## src/rtl/vga_pkg.sv

```systemverilog
// vga_pkg: shared VGA timing constants and the downstream pixel-bus type.
//   - XGA_*  : 1024x768 @ 60 Hz, 65 MHz pixel clock (generator defaults)
//   - SVGA_* : 800x600 @ 60 Hz, 40 MHz pixel clock (passed as overrides)
//   - vga_if_t: packed {hcount, hsync, hblnk, vcount, vsync, vblnk} bus
//     carried between the background, card and overlay stages.
package vga_pkg;

    localparam int VGA_CNT_W        = 11;

    localparam int XGA_H_ACTIVE     = 1024;
    localparam int XGA_H_TOTAL      = 1344;
    localparam int XGA_HSYNC_START  = 1048;
    localparam int XGA_HSYNC_STOP   = 1184;
    localparam int XGA_V_ACTIVE     = 768;
    localparam int XGA_V_TOTAL      = 806;
    localparam int XGA_VSYNC_START  = 771;
    localparam int XGA_VSYNC_STOP   = 777;

    localparam int SVGA_H_ACTIVE    = 800;
    localparam int SVGA_H_TOTAL     = 1056;
    localparam int SVGA_HSYNC_START = 840;
    localparam int SVGA_HSYNC_STOP  = 968;
    localparam int SVGA_V_ACTIVE    = 600;
    localparam int SVGA_V_TOTAL     = 628;
    localparam int SVGA_VSYNC_START = 601;
    localparam int SVGA_VSYNC_STOP  = 605;

    typedef struct packed {
        logic [VGA_CNT_W-1:0] hcount;
        logic                 hsync;
        logic                 hblnk;
        logic [VGA_CNT_W-1:0] vcount;
        logic                 vsync;
        logic                 vblnk;
    } vga_if_t;

endpackage

```

## src/rtl/vga_axis_counter.sv

```systemverilog
// vga_axis_counter: one timing axis (horizontal or vertical).
//   clk, rst : pixel clock, synchronous active-high reset
//   step     : advance the counter this cycle
//   count    : registered position, 0..TOTAL-1
//   sync     : SYNC_POL while SYNC_START <= count < SYNC_STOP
//   blnk     : high while ACTIVE <= count < TOTAL
//   wrap     : count is at TOTAL-1 (the next step returns to 0)
// sync/blnk are decoded from the next count and registered, so they line
// up with count in the same cycle without an extra pipeline stage.
module vga_axis_counter #(
    parameter int   W          = 11,
    parameter int   TOTAL      = 1344,
    parameter int   ACTIVE     = 1024,
    parameter int   SYNC_START = 1048,
    parameter int   SYNC_STOP  = 1184,
    parameter logic SYNC_POL   = 1'b1
) (
    input  logic         clk,
    input  logic         rst,
    input  logic         step,
    output logic [W-1:0] count,
    output logic         sync,
    output logic         blnk,
    output logic         wrap
);

    logic [W-1:0] count_q, count_d;
    logic         sync_q, blnk_q;
    int           nxt;

    assign wrap = (int'(count_q) == TOTAL - 1);

    always_comb begin
        count_d = count_q;
        if (step) count_d = wrap ? '0 : count_q + 1'b1;
        // int compare keeps SYNC_STOP == 2**W from truncating to 0
        nxt = int'(count_d);
    end

    always_ff @(posedge clk) begin
        if (rst) begin
            count_q <= '0;
            sync_q  <= ~SYNC_POL;
            blnk_q  <= 1'b0;
        end else begin
            count_q <= count_d;
            blnk_q  <= (nxt >= ACTIVE);
            sync_q  <= (nxt >= SYNC_START && nxt < SYNC_STOP) ? SYNC_POL : ~SYNC_POL;
        end
    end

    assign count = count_q;
    assign sync  = sync_q;
    assign blnk  = blnk_q;

endmodule

```

## src/rtl/vga_timing_gen.sv

```systemverilog
// vga_timing_gen: parametrised VGA timing generator (defaults 1024x768@60).
//   clk, rst      : pixel clock, synchronous active-high reset
//   en            : count enable; everything holds while low
//   hcount/vcount : pixel position
//   hsync/vsync   : sync at SYNC_POL level
//   hblnk/vblnk   : blanking, active-high
//   sof           : one-cycle pulse when (0,0) is presented
//   frame_cnt     : 16-bit frame counter, only with VGA_TIMING_FRAME_CNT_EN
// Optional build macro: VGA_TIMING_FRAME_CNT_EN.
module vga_timing_gen
    import vga_pkg::*;
#(
    parameter int   CNT_W       = VGA_CNT_W,
    parameter int   H_ACTIVE    = XGA_H_ACTIVE,
    parameter int   H_TOTAL     = XGA_H_TOTAL,
    parameter int   HSYNC_START = XGA_HSYNC_START,
    parameter int   HSYNC_STOP  = XGA_HSYNC_STOP,
    parameter int   V_ACTIVE    = XGA_V_ACTIVE,
    parameter int   V_TOTAL     = XGA_V_TOTAL,
    parameter int   VSYNC_START = XGA_VSYNC_START,
    parameter int   VSYNC_STOP  = XGA_VSYNC_STOP,
    parameter logic SYNC_POL    = 1'b1
) (
    input  logic             clk,
    input  logic             rst,
    input  logic             en,
    output logic [CNT_W-1:0] hcount,
    output logic             hsync,
    output logic             hblnk,
    output logic [CNT_W-1:0] vcount,
    output logic             vsync,
    output logic             vblnk,
`ifdef VGA_TIMING_FRAME_CNT_EN
    output logic [15:0]      frame_cnt,
`endif
    output logic             sof
);

    if (!(H_ACTIVE < HSYNC_START && HSYNC_START < HSYNC_STOP && HSYNC_STOP <= H_TOTAL))
    begin : g_bad_h
        $error("vga_timing_gen: illegal horizontal timing parameters");
    end
    if (!(V_ACTIVE < VSYNC_START && VSYNC_START < VSYNC_STOP && VSYNC_STOP <= V_TOTAL))
    begin : g_bad_v
        $error("vga_timing_gen: illegal vertical timing parameters");
    end
    if (!(CNT_W < 31 && H_TOTAL <= (1 << CNT_W) && V_TOTAL <= (1 << CNT_W)))
    begin : g_bad_w
        $error("vga_timing_gen: CNT_W too narrow for H_TOTAL/V_TOTAL");
    end

    logic h_wrap, v_wrap, frame_end;
    logic sof_q;

    vga_axis_counter #(
        .W(CNT_W), .TOTAL(H_TOTAL), .ACTIVE(H_ACTIVE),
        .SYNC_START(HSYNC_START), .SYNC_STOP(HSYNC_STOP), .SYNC_POL(SYNC_POL)
    ) u_h (
        .clk(clk), .rst(rst), .step(en),
        .count(hcount), .sync(hsync), .blnk(hblnk), .wrap(h_wrap)
    );

    vga_axis_counter #(
        .W(CNT_W), .TOTAL(V_TOTAL), .ACTIVE(V_ACTIVE),
        .SYNC_START(VSYNC_START), .SYNC_STOP(VSYNC_STOP), .SYNC_POL(SYNC_POL)
    ) u_v (
        .clk(clk), .rst(rst), .step(en & h_wrap),
        .count(vcount), .sync(vsync), .blnk(vblnk), .wrap(v_wrap)
    );

    // Last pixel of the frame is being left: next cycle presents (0,0).
    assign frame_end = en & h_wrap & v_wrap;

    // Reset presents (0,0) as a fresh frame; afterwards only a real wrap
    // pulses, so a stalled (0,0) never re-fires.
    always_ff @(posedge clk) begin
        if (rst) sof_q <= 1'b1;
        else     sof_q <= frame_end;
    end
    assign sof = sof_q;

`ifdef VGA_TIMING_FRAME_CNT_EN
    logic [15:0] frame_cnt_q;
    // Counts wrap-generated frame starts only; the post-reset sof is excluded.
    always_ff @(posedge clk) begin
        if (rst)            frame_cnt_q <= '0;
        else if (frame_end) frame_cnt_q <= frame_cnt_q + 16'd1;
    end
    assign frame_cnt = frame_cnt_q;
`endif

endmodule

```

## config.mk

```make
export PLATFORM = sky130hd
export DESIGN_NAME = vga_timing_gen
export DESIGN_NICKNAME = d
export VERILOG_FILES = /design/src/rtl/vga_pkg.sv /design/src/rtl/vga_axis_counter.sv /design/src/rtl/vga_timing_gen.sv
export SDC_FILE = /design/constraint.sdc
export NUM_CORES = 1
export LEC_CHECK = 0
export ABC_CLOCK_PERIOD_IN_PS = 2490
export CELL_PAD_IN_SITES_DETAIL_PLACEMENT = 0
export CELL_PAD_IN_SITES_GLOBAL_PLACEMENT = 1
export CORE_MARGIN = 3
export CORE_UTILIZATION = 38
export DETAILED_ROUTE_END_ITERATION = 8
export GPL_ROUTABILITY_DRIVEN = 0
export PLACE_DENSITY_LB_ADDON = 0.1
export SYNTH_ARGS = -nofsm -noshare
export SYNTH_HDL_FRONTEND = slang
export SYNTH_SLANG_ARGS = --single-unit
```

## constraint.sdc

```tcl
create_clock -name clk -period 2.49 [get_ports clk]
set_input_delay 0.249 -clock clk [delete_from_list [all_inputs] [get_ports clk]]
set_output_delay 0.249 -clock clk [all_outputs]
set_load 0.01 [all_outputs]
```

== Word-level counts from Yosys, hierarchy flattened ==
Index checks and enable logic that the tools add are counted.

* $add $sub $neg: 2
* $lt $le $gt $ge: 6
* Equality and inequality tests: 2
* Multiplexer cells: 6
* Bitwise gates (word level): 2
* Reduce and logical (&&, ||, !) cells: 2

{| class="wikitable"
|+ Operator list
! kind !! number
|-
| $mux 11 || 4
|-
| $add 11x1->11 const B || 2
|-
| $eq 11x11->1 const B || 2
|-
| $ge 11x10->1 const B || 2
|-
| $ge 11x11->1 const B || 2
|-
| $lt 11x10->1 const B || 1
|-
| $lt 11x11->1 const B || 1
|-
| $and 1x1->1 || 2
|-
| $logic_and 1x1->1 || 2
|-
| $mux 1 || 2
|}

* Bits in registers: 27
* Bits of input ports: 3
* Output and inout bits: 27
* Logic and storage cells: 27

== Depth between registers and ports, before layout ==
Gate-level depths: netlist (run 1).

* Word-level depth: 6
* Gate-level depth with buffers: 8
* Depth with buffers taken out: 8

== By module ==
Synthesis (run 1) repeated with hierarchy kept, for this count alone.

* Cell total of the unflattened synthesis: 180
* Area, all modules: 1577.8 um2

{| class="wikitable"
|+ Modules (own cells, without submodules)
! module !! instances !! cells each !! area an instance (um2) !! sequential area each (um2)
|-
| vga_axis_counter (u_v) || 1 || 95 || 842.1 || 260.2
|-
| vga_axis_counter (u_h) || 1 || 82 || 699.4 || 240.2
|-
| vga_timing_gen || 1 || 3 || 36.3 || 20.0
|}

== Worst setup path after synthesis (run 1) ==
No wires, ideal clock.

* Path kind: register -> register
* Start point: reg u_h.count_q[2], in the netlist u_h.count[2]
* End point: reg u_v.sync_q, in the netlist u_v.sync
* Library setup time: 0.103 ns
* Arrival: 2.030 ns
* Required time: 2.387 ns
* Path slack: 0.356 ns
* Stages on the path, launching flop included: 8
* Path buffers: 1
* Period minus slack after synthesis: 2.134 ns
* Cell sequence: dfxtp_1 > bufbuf_16 > and4_4 > nand4_4 > or4b_1 > nand2_1 > nand4_2 > a2111oi_2

* Longest elaborated chain between the ends: 6
* Elaborated cells between the ends (all ways): 7
* Classes of those cells: 2 x order compare; 1 x eq/ne; 2 x mux; 1 x bitwise; 1 x reduce/logical

{| class="wikitable"
|+ Ends and longest elaborated chain
! item !! line !! text
|-
| start: declaration || vga_axis_counter.sv:27 || <nowiki>logic [W-1:0] count_q, count_d;</nowiki>
|-
| start signal: assignment || vga_axis_counter.sv:46 || <nowiki>count_q <= count_d;</nowiki>
|-
| $eq 11x11->1 * || vga_axis_counter.sv:31 || <nowiki>assign wrap = (int'(count_q) == TOTAL - 1);</nowiki>
|-
| $and 1x1->1 * || vga_timing_gen.sv:67 || <nowiki>.clk(clk), .rst(rst), .step(en & h_wrap),</nowiki>
|-
| $mux 11 * || vga_axis_counter.sv:35 || <nowiki>if (step) count_d = wrap ? '0 : count_q + 1'b1;</nowiki>
|-
| $ge 11x10->1 or $lt 11x10->1 (tied branches) || vga_axis_counter.sv:48 || <nowiki>sync_q <= (nxt >= SYNC_START && nxt < SYNC_STOP) ? SYNC_POL : ~SYNC_POL;</nowiki>
|-
| $logic_and 1x1->1 * || vga_axis_counter.sv:48 ||
|-
| $mux 1 * || vga_axis_counter.sv:48 ||
|-
| end signal: assignment || vga_axis_counter.sv:43 || <nowiki>sync_q <= ~SYNC_POL;</nowiki>
|-
| end signal: assignment || vga_axis_counter.sv:48 ||
|-
| end: declaration || vga_axis_counter.sv:28 || <nowiki>logic sync_q, blnk_q;</nowiki>
|}

Every way passes the cells marked *; elsewhere a longest branch is shown, timed or not.
A chain may end at the register's enable or synchronous reset.

== Worst setup path in the final report (run 1) ==
* Start point: reg u_h.count_q[0], in the netlist u_h.count[0]
* End point: reg u_v.sync_q, in the netlist u_v.sync

The elaborated chain is that of the path after synthesis.

==> impl_metrics.env, run 1 <==
export IMPL_drc=0
export IMPL_drtIter0Drc=118
export IMPL_cp_startpoint="u_h.count[0]"
export IMPL_hp_class="flop to flop"
export IMPL_holdWs_ns=0.602
export IMPL_cp_data_required_time_ns=2.66
export IMPL_grt_start_max_net_pins=15
export IMPL_grt_pass1_wl_um=5780
export IMPL_synth_seq_cells=27
export IMPL_syn_nets=166
export IMPL_crit_type="flop to flop"
export IMPL_rsz0062_at_grt="no"
export IMPL_syn_avg_cell_area_um2=9.34
export IMPL_drive_gt1_share_pct=14.4
export IMPL_cts_root_buf="clkbuf_8"
export IMPL_yosysWarnings=0
export IMPL_powerDensity_nw_per_um2=393
export IMPL_finClkSkew_ns=0.00394
export IMPL_synth_edf_count=0
export IMPL_cts_num_sinks=27
export IMPL_maxSlewViolCount=0
export IMPL_placed_cells=239
export IMPL_pre_cts_slack_ns=0.169
export IMPL_dpl_cell_area_um2=1790
export IMPL_arrival_ns=2.44
export IMPL_clock_path_buffers=2
export IMPL_r2r_setup_slack_ns=0.22
export IMPL_cts_tree="built"
export IMPL_worst_r2r_endpoint="u_v.sync"
export IMPL_synthFlopType="dfxtp_1"
export IMPL_hold_buffers=0
export IMPL_synthTopCellsByCount="dfxtp_1 (27), nor2_1 (25), nand3_1 (11), xnor2_1 (11), nor3_1 (9)"
export IMPL_timing_rr_start="u_h.count[0]"
export IMPL_coreArea_um2=3720
export IMPL_path_clk_slew_ns=0.09
export IMPL_start_util_pct=40.2
export IMPL_setup_viol=0
export IMPL_vias=1257
export IMPL_drt_pass1_iterations=4
export IMPL_clock_fmax_ghz=0.441
export IMPL_ys_seq_area_share_pct=36.2
export IMPL_startpoint_type="flop"
export IMPL_status="finished, final reports clean"
export IMPL_drv_cap=0
export IMPL_tightest_slew_ns=0.410
export IMPL_grt_use_total_pct=16.1
export IMPL_fp_row_count=22
export IMPL_hold_viol=0
export IMPL_cp_max_fo=11
export IMPL_nFillCells=367
export IMPL_fin_crit_sh_pct=91.0
export IMPL_synthArstFlopShare_pct=0
export IMPL_vias_per_cell=5.17
export IMPL_wl_per_cell_um=13.6
export IMPL_fin_ws_ns=0.223
export IMPL_die_area_um2=4720
export IMPL_p_leak_nw=0.615
export IMPL_htree_levels=1
export IMPL_syn_area_um2=1500
export IMPL_clock_latency_ns=0.27
export IMPL_synth_most_common_cell="dfxtp_1"
export IMPL_tns_ns=0
export IMPL_ir_drop_mv=0.186
export IMPL_io_buffers=29
export IMPL_yosys_area_top_type="dfxtp_1"
export IMPL_endpoint_kind="flop"
export IMPL_antenna_found_initial=0
export IMPL_yosysUniqueCellTypes=44
export IMPL_final_cells=243
export IMPL_cts_resized=0
export IMPL_ant_nets=0
export IMPL_syn2layout_area_growth_pct=22.5
export IMPL_synth_area_leaders="dfxtp_1 (36%), bufbuf_16 (6.5%), xnor2_1 (6.4%), nor2_1 (6.3%), nand3_1 (3.7%)"
export IMPL_finalWirelength_um=3310
export IMPL_syn_inst=160
export IMPL_die_y_um=68.7
export IMPL_nets=202
export IMPL_final_area_um2=1830
export IMPL_maxSlewHeadroom_pct=72.4
export IMPL_r2r_cells=8
export IMPL_grt_pass1_vias=1206
export IMPL_grt_overflow=0
export IMPL_hpwl_um=2590
export IMPL_critPathCapture="u_v.sync"
export IMPL_tritoncts_num_buffers=3
export IMPL_num_io_pins=30
export IMPL_synth_top_area_share_pct=36.2
export IMPL_antenna_cells=0
export IMPL_fp_dieW_um=68.7
export IMPL_layout_min_cycle_time_ns=2.27
export IMPL_post_cts_buffers=0
-- critical path: stages (launching register included) --
cell and delay [ns]:
dfxtp_1 0.44, ha_1 0.23, and2_2 0.22, nand4_4 0.15, buf_4 0.21, nor4_1 0.34
xnor2_1 0.21, o211ai_1 0.17, a2111oi_2 0.21
-- metal layers --
metal / vias up / wire length [um] / part of all wire (%) / GRT usage, %
li1: 638 / - / - / -
met1: 587 / 1720 / 52 / 23.7
met3: 4 / 163 / 4.9 / 3.40
met2: 28 / 1390 / 42 / 23.0
met4: 0 / 35 / 1.1 / 5.11
met5: - / 0 / 0 / 0
-- registers in the layout (all words and copies together) (netlist names) --
register,count
u_h.sync,1
u_h.count,11
u_h.blnk,1
u_v.sync,1
u_v.blnk,1
u_v.count,11
sof,1
-- through the flow --
stage	utilization [%]	total power [W]
after global routing	49.3	0.000753
after detailed placement	48.1	0.000488
after global placement	48.1	0.000488
after floorplan	-	0.000477
after CTS	49.3	0.000735
final	49.3	0.000720
-- report_power, final --
part	leakage [nW]	switching, W	total [W]	internal, W
logic	0.374	0.0000173	0.0000361	0.0000188
clock network	0.0228	0.000128	0.000242	0.000114
registers	0.218	0.00000602	0.000442	0.000436
total	0.615	0.000151	0.000720	0.000569
-- layout by cell type, fill, tap and decap left out, types with 2 or more instances in the layout --
| master | synthesis | layout |
|---|---|---|
| a21o_2 | 2 | 2 |
| a21oi_1 | 4 | 4 |
| a31oi_1 | 2 | 2 |
| and2_2 | 2 | 2 |
| buf_4 | 0 | 10 |
| clkbuf_8 | 1 | 3 |
| clkdlybuf4s50_1 | 0 | 29 |
| dfxtp_1 | 27 | 27 |
| ha_1 | 3 | 3 |
| inv_1 | 4 | 4 |
| nand2_1 | 7 | 7 |
| nand3_1 | 11 | 11 |
| nand4_1 | 7 | 7 |
| nor2_1 | 25 | 25 |
| nor2b_1 | 2 | 2 |
| nor3_1 | 9 | 9 |
| nor4_1 | 3 | 3 |
| o21ai_0 | 2 | 2 |
| or2_2 | 2 | 2 |
| or3_1 | 3 | 3 |
| xnor2_1 | 11 | 11 |
| xor2_1 | 5 | 5 |
-- how the worst min path moves through the flow --
stage,from,to,cells after the start
2_1_floorplan,rst,u_h.blnk,2
3_3_place_gp,u_h.count[1],u_h.count[1],2
3_5_place_dp,u_h.count[1],u_h.count[1],2
4_1_cts,u_h.count[1],u_h.count[1],2
5_1_grt,u_h.count[1],u_h.count[1],2
6_report,u_h.count[1],u_h.count[1],2
-- kinds of logic (layout without fill, tap and decap cells) --
| kind of cell | count (synthesis) | after routing | share of synthesized area [%] |
|---|---|---|---|
| flip-flops | 27 | 27 | 36.2 |
| multiplexers | 2 | 2 | 1.42 |
| AO/OA/AOI/OAI | 17 | 17 | 8.45 |
| AND/OR/NAND/NOR | 83 | 83 | 32.1 |
| adder cells (fa/ha/maj) | 3 | 3 | 2.51 |
| XOR/XNOR | 16 | 16 | 9.37 |
| buffers and inverters | 12 | 47 | 9.96 |
-- final cells by class --
type	count	area (um^2)	share of cell area, %
clock buffers	4	45.0	2.46
inverters	4	15.0	0.820
multi-input cells	121	806	44.0
flip-flops and latches	27	541	29.5
well taps	48	60.1	3.28
repair buffers	39	365	19.9
(Power assumes the default switching activity.)
==> run 2: changes to the inputs <==
MAX_ROUTING_LAYER = met4   (was unset)
==> run 2 against run 1 <==
Net effect:
- worst hold slack hardly changed
- cell area unchanged
- count of clock-buffer cells in the layout unchanged
- clock power about the same
- first-iteration DRC count is the same
- clock skew hardly changed
- sequential share of layout area stayed put
- combinational power hardly changed
- non-clock buffer count unchanged
- via count grew 0.24%
- final cell count unchanged
- register-to-register slack about the same
- highest routed layer unchanged
==> impl_metrics.env, run 2 (synthesis gave the netlist of run 1 again) <==
export IMPL_crit_buf_inv=1
export IMPL_path_clk_slew_ns=0.09
export IMPL_startpoint_type="flop"
export IMPL_path_delay_family="simple AND/OR/NAND/NOR gates"
export IMPL_layout_min_cycle_time_ns=2.26
export IMPL_htree_levels=1
export IMPL_wl_per_cell_um=13.6
export IMPL_drc=0
export IMPL_crit_slowest_cell="dfxtp_1"
export IMPL_critical_path_cell_chain="ha_1, and2_2, nand4_4, buf_4, nor4_1, xnor2_1, o211ai_1, a2111oi_2"
export IMPL_grt_start_max_net_pins=15
export IMPL_io_buffers=29
export IMPL_num_io_pins=30
export IMPL_r2r_setup_slack_ns=0.23
export IMPL_clock_path_buffers=2
export IMPL_tightest_slew_ns=0.410
export IMPL_p_int_w=0.000569
export IMPL_finalWirelength_um=3310
export IMPL_cts_resized=0
export IMPL_cts_tree="built"
export IMPL_vias_per_cell=5.19
export IMPL_hp_class="flop to flop"
export IMPL_crit_type="flop to flop"
export IMPL_totalPowerFinal_w=0.000720
export IMPL_cp_data_required_time_ns=2.66
export IMPL_ant_nets=0
export IMPL_clock_latency_ns=0.27
export IMPL_post_cts_buffers=0
export IMPL_mostFrequentLayoutCells="clkdlybuf4s50_1 (29), dfxtp_1 (27), nor2_1 (25)"
export IMPL_drive_gt1_share_pct=14.4
export IMPL_drv_cap=0
export IMPL_final_common_cell="clkdlybuf4s50_1"
export IMPL_ir_drop_mv=0.186
export IMPL_hold_viol=0
export IMPL_arrival_ns=2.43
export IMPL_grt_overflow=0
export IMPL_syn2layout_area_growth_pct=22.5
export IMPL_hpwl_um=2590
export IMPL_maxSlewHeadroom_pct=72.4
export IMPL_antenna_found_initial=0
export IMPL_endpoint_kind="flop"
export IMPL_fp_row_count=22
export IMPL_grt_use_total_pct=16.5
export IMPL_drtIter0Drc=118
export IMPL_p_leak_nw=0.615
export IMPL_status="finished, final reports clean"
export IMPL_rsz0062_at_grt="no"
export IMPL_fin_crit_sh_pct=90.8
export IMPL_final_area_um2=1830
export IMPL_cts_root_buf="clkbuf_8"
export IMPL_drt_pass1_iterations=4
export IMPL_cp_max_fo=11
export IMPL_power_frac_seq_pct=61.4
export IMPL_hold_buffers=0
export IMPL_vias=1260
export IMPL_start_util_pct=40.2
export IMPL_comb_power_share_pct=5.0
export IMPL_power_switching_w=0.000151
export IMPL_cts_num_sinks=27
export IMPL_tritoncts_num_buffers=3
export IMPL_tns_ns=0
export IMPL_nets=202
export IMPL_finClkSkew_ns=0.00397
export IMPL_grt_busiest_layer="met1"
export IMPL_powerDensity_nw_per_um2=393
export IMPL_grtUsageMet1_pct=24.3
export IMPL_gr_usage_met3_pct=2.43
export IMPL_placed_cells=239
export IMPL_die_area_um2=4720
export IMPL_fp_dieW_um=68.7
export IMPL_max_stage_delay_ns=0.44
export IMPL_p_clk_share_pct=33.6
export IMPL_holdWs_ns=0.602
export IMPL_setup_viol=0
export IMPL_die_y_um=68.7
export IMPL_dpl_cell_area_um2=1790
export IMPL_grt_pass1_vias=1209
export IMPL_clock_fmax_ghz=0.442
export IMPL_final_cells=243
export IMPL_switching_share_pct=21.0
export IMPL_met2_usage_pct=23.0
export IMPL_antenna_cells=0
export IMPL_coreArea_um2=3720
export IMPL_grt_pass1_wl_um=5780
export IMPL_maxSlewViolCount=0
## run 2: final timing paths
check | to | startpoint | cells after the start
setup / recovery | u_v.sync | u_h.count[0] | 8
hold / removal | u_h.count[1] | u_h.count[1] | 2
setup reg to reg | u_v.sync | u_h.count[0] | 8
hold reg to reg | u_h.count[1] | u_h.count[1] | 2
## run 2: layer usage
layer / vias up / part of all wire [%]
met3: 4 / 4.5
met2: 32 / 42
li1: 638 / -
met4: 0 / 1.1
met5: - / 0
met1: 586 / 52
## run 2: final cells by class
type / instances / area, um^2
inverters: 4 / 15.0
well taps: 48 / 60.1
flip-flops and latches: 27 / 541
clock buffers: 4 / 45.0
multi-input cells: 121 / 806
fillers: 367 / 1880
repair buffers: 39 / 365
## run 2: power groups by stage
stage	Clock [W]	Combinational [W]	Sequential [W]
after global routing	0.000270	0.0000395	0.000443
after global placement	0	0.0000361	0.000452
after floorplan	0	0.0000239	0.000453
after CTS	0.000256	0.0000367	0.000442
final	0.000242	0.0000361	0.000442
after detailed placement	0	0.0000365	0.000452
## run 2: worst min-delay path, stage by stage (launching register included)
cell	delay (ns)
dfxtp_1	0.37
mux2i_1	0.15
nor2_1	0.05
## run 2: per-stage QoR
step | setup slack (ns) | util [%]
4_1_cts | 0.227 | 49.3
3_3_place_gp | 0.228 | 48.1
3_5_place_dp | 0.169 | 48.1
2_1_floorplan | 0.356 | -
6_report | 0.228 | 49.3
5_1_grt | 0.0219 | 49.3
